$ cat config.mk
export PLATFORM = sky130hd
export DESIGN_NAME = sega6_pad_responder
export DESIGN_NICKNAME = d
export VERILOG_FILES = /design/src/rtl/sega_pad_pkg.sv /design/src/rtl/sega6_pad_responder_sync_edge_detect.sv /design/src/rtl/sega6_pad_responder.sv
export SDC_FILE = /design/constraint.sdc
export NUM_CORES = 1
export LEC_CHECK = 0
export ABC_AREA = 1
export BUFFER_PORTS_ARGS = -buffer_cell sky130_fd_sc_hd__buf_2
export CAP_MARGIN = 15
export CELL_PAD_IN_SITES_DETAIL_PLACEMENT = 0
export CELL_PAD_IN_SITES_GLOBAL_PLACEMENT = 2
export CORE_MARGIN = 3
export CORE_UTILIZATION = 16
export DETAILED_ROUTE_END_ITERATION = 8
export PLACE_DENSITY_LB_ADDON = 0.1
export SYNTH_ARGS = -nofsm -noshare
export SYNTH_HDL_FRONTEND = slang
export SYNTH_SLANG_ARGS = --single-unit
$ cat constraint.sdc
create_clock -name clk_i -period 0.8 [get_ports clk_i]
set_input_delay 0.12 -clock clk_i [delete_from_list [all_inputs] [get_ports clk_i]]
set_output_delay 0.12 -clock clk_i [all_outputs]
set_load 0.03 [all_outputs]
$ cat src/rtl/sega_pad_pkg.sv
// Shared constants for the Mega Drive pad responder: button bit positions,
// phase counter sizing and the default select-idle timeout.
package sega_pad_pkg;

  localparam int BTN_UP    = 0;
  localparam int BTN_DOWN  = 1;
  localparam int BTN_LEFT  = 2;
  localparam int BTN_RIGHT = 3;
  localparam int BTN_B     = 4;
  localparam int BTN_C     = 5;
  localparam int BTN_A     = 6;
  localparam int BTN_START = 7;
  localparam int BTN_Z     = 8;
  localparam int BTN_Y     = 9;
  localparam int BTN_X     = 10;
  localparam int BTN_MODE  = 11;

  localparam int                FALL_W   = 3;
  localparam logic [FALL_W-1:0] FALL_SIX = 3'd3;
  localparam logic [FALL_W-1:0] FALL_SAT = 3'd4;

  // 1.5 ms at 24 MHz
  localparam int TIMEOUT_DEFAULT = 36000;

  typedef struct packed {
    logic up;
    logic down;
    logic left;
    logic right;
    logic p6;
    logic p9;
  } pins_t;

endpackage

$ cat src/rtl/sega6_pad_responder_sync_edge_detect.sv
// Two-flop synchronizer for the host select line plus a registered previous
// level, giving the clean level and single-cycle fall/rise strobes.
module sync_edge_detect (
  input  logic clk,
  input  logic rst_n,
  input  logic din,
  output logic level,
  output logic fall,
  output logic rise
);

  logic meta;
  logic level_q;
  logic prev;

  // Select idles high, so every stage resets to 1 to avoid a false edge
  always_ff @(posedge clk or negedge rst_n) begin
    if (!rst_n) begin
      meta    <= 1'b1;
      level_q <= 1'b1;
      prev    <= 1'b1;
    end else begin
      meta    <= din;
      level_q <= meta;
      prev    <= level_q;
    end
  end

  assign level = level_q;
  assign fall  = prev & ~level_q;
  assign rise  = ~prev & level_q;

endmodule

$ cat src/rtl/sega6_pad_responder.sv
// Controller side of the Mega Drive joystick protocol. Six-button phase
// sequencing is enabled by defining SEGA6_SIX_BUTTON_EN; otherwise a 3-button pad.
module sega6_pad_responder
  import sega_pad_pkg::*;
#(
  parameter int TIMEOUT_CYCLES = TIMEOUT_DEFAULT,
  parameter int TO_W           = 16
) (
  input  logic        clk_i,
  input  logic        res_n_i,
  input  logic        select_i,
  input  logic [11:0] buttons_n_i,
  output logic        up_n_o,
  output logic        down_n_o,
  output logic        left_n_o,
  output logic        right_n_o,
  output logic        p6_n_o,
  output logic        p9_n_o
);

  logic  sel;
  logic  fall;
  logic  rise;
  pins_t pins_d;
  pins_t pins_q;

  sync_edge_detect u_sync (
    .clk   (clk_i),
    .rst_n (res_n_i),
    .din   (select_i),
    .level (sel),
    .fall  (fall),
    .rise  (rise)
  );

`ifdef SEGA6_SIX_BUTTON_EN
  localparam logic [TO_W-1:0] TO_MAX = TO_W'(TIMEOUT_CYCLES);

  logic [FALL_W-1:0] fall_cnt;
  logic [FALL_W-1:0] fall_cnt_d;
  logic [TO_W-1:0]   to_cnt;
  logic [TO_W-1:0]   to_cnt_d;

  function automatic pins_t map_pins(input logic sel_l, input logic [FALL_W-1:0] fc,
                                     input logic [11:0] b);
    pins_t p;
    if (sel_l && fc == FALL_SIX)
      p = {b[BTN_Z], b[BTN_Y], b[BTN_X], b[BTN_MODE], b[BTN_B], b[BTN_C]};
    else if (sel_l)
      p = {b[BTN_UP], b[BTN_DOWN], b[BTN_LEFT], b[BTN_RIGHT], b[BTN_B], b[BTN_C]};
    else if (fc == FALL_SIX)
      p = {4'b0000, b[BTN_A], b[BTN_START]};
    else if (fc == FALL_SAT)
      p = {4'b1111, b[BTN_A], b[BTN_START]};
    else
      p = {b[BTN_UP], b[BTN_DOWN], 2'b00, b[BTN_A], b[BTN_START]};
    return p;
  endfunction

  // An edge always wins over an expiry landing in the same cycle
  always_comb begin
    fall_cnt_d = fall_cnt;
    to_cnt_d   = to_cnt;
    if (fall || rise) begin
      to_cnt_d = '0;
      if (fall && fall_cnt != FALL_SAT)
        fall_cnt_d = fall_cnt + 1'b1;
    end else if (to_cnt != TO_MAX) begin
      to_cnt_d = to_cnt + 1'b1;
      if (to_cnt_d == TO_MAX)
        fall_cnt_d = '0;
    end
  end

  always_ff @(posedge clk_i or negedge res_n_i) begin
    if (!res_n_i) begin
      fall_cnt <= '0;
      to_cnt   <= '0;
    end else begin
      fall_cnt <= fall_cnt_d;
      to_cnt   <= to_cnt_d;
    end
  end

  // Map with the next phase so the pins settle in the same cycle the edge is seen
  assign pins_d = map_pins(sel, fall_cnt_d, buttons_n_i);
`else
  logic unused_cfg;

  function automatic pins_t map_pins(input logic sel_l, input logic [7:0] b);
    pins_t p;
    if (sel_l)
      p = {b[BTN_UP], b[BTN_DOWN], b[BTN_LEFT], b[BTN_RIGHT], b[BTN_B], b[BTN_C]};
    else
      p = {b[BTN_UP], b[BTN_DOWN], 2'b00, b[BTN_A], b[BTN_START]};
    return p;
  endfunction

  assign unused_cfg = ^{rise, fall, buttons_n_i[11:8], TO_W'(TIMEOUT_CYCLES)};
  assign pins_d     = map_pins(sel, buttons_n_i[7:0]);
`endif

  always_ff @(posedge clk_i or negedge res_n_i) begin
    if (!res_n_i) pins_q <= '1;
    else          pins_q <= pins_d;
  end

  assign up_n_o    = pins_q.up;
  assign down_n_o  = pins_q.down;
  assign left_n_o  = pins_q.left;
  assign right_n_o = pins_q.right;
  assign p6_n_o    = pins_q.p6;
  assign p9_n_o    = pins_q.p9;

endmodule

==> out/results.txt <==
CP delay by family, top -> flip-flops
Seq/Total Area, Yosys -> 83.6%
Clock slew at reported path FFs -> 50 ps
RSZ-0062 raised after global routing -> yes
Worst setup SP type -> flop
Pint -> 0.687 mW
Synthesized instance count -> 19
H-tree depth -> 1
Reg2reg start -> u_sync.level
Worst hold path class -> in2reg
Worst slew pin tran -> 173 ps
Synth Cell Area -> 251 um^2
P_sw -> 0.203 mW
CP max stage delay -> 520 ps
Antenna violations before repair -> 0
Yosys cell types -> 4
Core Region -> 1380 um^2
Worst setup path class -> reg2out
Root buf cell -> clkbuf_4
Slowest cell on the critical path -> dfstp_2
Maximum vdd drop -> 0.548 mV
Die X -> 45.6 um
Crit path to -> p9_n_o
Arr. time, crit path -> 890 ps
Reg2reg path depth -> 3
Syn_nets -> 34
Largest area contributor in the netlist -> dfstp_2
Final estimated routing congestion in global placement -> 0.583
Failing checks -> setup timing
Ant diodes -> 0
Fin. Hold Viols -> 0
Mean Syn Cell Area -> 13.2 um^2
CP startpoint -> p9_n_o
Static Leak -> 0.232 nW
Final worst-path cycle share -> 126%
Post-synth ARST share -> 100%
Max Slew Vio Count -> 0
Setup violators final -> 6
Vias in the first global route -> 216
Worst Path Required -> 680 ps
Top FF cell, synth -> dfstp_2
CTS max path bufs -> 2
P&R area growth vs syn -> 79.1%
R2r endpoint -> p9_n_o
Share of cells above drive strength 1 -> 66.7%
Filler cells -> 138
Min cycle time layout -> 1010 ps
IO Pins -> 21
Total power -> 0.890 mW
PnR worst setup slack -> -209 ps
Dpl ws -> -1.86 ps
Worst path cell trace -> buf_6
Global route overflow -> 0
Slew margin rel. -> 88.5%
Antenna-violating nets left -> 0
Clock power frac -> 33.1%
Number of port buffers -> 16
First-pass iteration count of the detailed router -> 2
Vias per std cell -> 3.47
Initial core utilization -> 18.2%
Worst skew pair latency -> 240 ps
#FFs+latches synth -> 8
Die area -> 2080 um^2
CTS sink cnt -> 8
Status -> complete, but fails checks
Logic pwr share -> 15.3%
Critical path capture point type -> output pin
TritonCTS Buffers -> 3
Instance count on the critical path -> 1
Crit-path max FO -> 1
Flop-to-flop setup slack -> 20 ps
Site Rows -> 13
Fin Clk Skew -> 2.21 ps
Yosys top cell area share -> 83.6%
Top cells by area, synth -> dfstp_2 84%, nand2_1 12%, inv_1 3.0%
Die extent in y -> 45.6 um
YS warnings -> 0
Vias after detailed routing -> 198
First-pass GRT wire length -> 862 um
Max_cap viols -> 0
Hpwl dp -> 406 um
# DRC -> 0
Largest net degree at the start of global routing -> 9
Clock tree from TritonCTS -> done
Drt wl/cell -> 9.00 um
Fmax -> 992 MHz
Reg power frac -> 51.6%
DRT iter0 DRCs -> 1
Post-synth top cells -> 8 x dfstp_2, 8 x nand2_1, 2 x inv_1
GRT Overall Usage -> 6.75%
Final WL -> 513 um
Power Dens Cells -> 1980 nW/um^2
EDFF count, synth -> 0
Layout Nets -> 59
Sw frac -> 22.8%
Buffers & Inverters on Critical Path -> 1
power by group through the flow:
| stage | registers (mW) | clock network, mW | logic (mW) |
|---|---|---|---|
| CTS | 0.460 | 0.316 | 0.140 |
| detailed placement | 0.461 | 0 | 0.102 |
| finish | 0.459 | 0.295 | 0.136 |
| floorplan | 0.501 | 0 | 0.0123 |
| global route | 0.462 | 0.344 | 0.148 |
| global placement | 0.460 | 0 | 0.100 |
registers in the layout, indices dropped and copies added, names as in the netlist:
signal        count
down_n_o          1
left_n_o          1
p6_n_o            1
p9_n_o            1
right_n_o         1
u_sync.level      1
u_sync.meta       1
up_n_o            1
stage by stage:
stage | setup TNS, ps | hold WS, ps | cells | cell area [um^2] | utilization (%)
after floorplan | 0 | -27.8 | 19 | 251 | -
after global placement | 0 | 176 | 50 | 350 | 25.3
after detailed placement | -1.86 | 186 | 50 | 350 | 25.3
after CTS | -1320 | 34.8 | 57 | 450 | 32.6
after global routing | -1500 | 42.9 | 57 | 450 | 32.6
final | -1230 | 45.3 | 57 | 450 | 32.6
area by class of cell:
type | instances | area [um^2] | share of cell area (%)
multi-input combinational | 8 | 30.0 | 6.67
sequential | 8 | 210 | 46.7
timing repair buffer | 20 | 158 | 35.0
tap | 15 | 18.8 | 4.17
clock buffer | 3 | 22.5 | 5.00
inverter | 3 | 11.3 | 2.50
worst min-delay path by stage:
stage / from / endpoint / slack (ps) / cells after the start
floorplan: res_n_i / down_n_o / -30 / 0
global placement: res_n_i / left_n_o / 180 / 1
detailed placement: res_n_i / left_n_o / 190 / 1
CTS: buttons_n_i[2] / left_n_o / 30 / 3
global route: buttons_n_i[3] / right_n_o / 40 / 3
finish: buttons_n_i[2] / left_n_o / 50 / 3
repair_timing:
action,CTS,global route
buffers inserted,0,0
pin swaps,0,0
hold buffers,4,0
endpoints found under the setup margin,7,8
cloned,0,0
endpoints found under the hold margin,11,0
resized for setup,12,0
per-layer routing:
layer | GRT usage [%] | part of all wire [%] | vias up
li1 | - | - | 100
met1 | 7.04 | 39 | 86
met2 | 8.36 | 47 | 12
met3 | 4.74 | 14 | 0
met4 | 7.02 | 0 | 0
met5 | 0 | 0 | -
cell families after synthesis:
family	after synthesis	synth area share (%)
flip-flops	8	83.6
AND/OR/NAND/NOR	8	11.9
buffers and inverters	3	4.48
worst min-delay path, cell delays in order:
cell and delay [ps]:
buf_2 90, nand2_1 40, inv_1 30
layout by cell type (no fill, tap or decap), drive strengths merged:
cell type,n
buf,16
clkbuf,3
dfstp,8
dlygate4sd3,4
inv,3
nand2,8
Power figures use the tool's default switching activity.
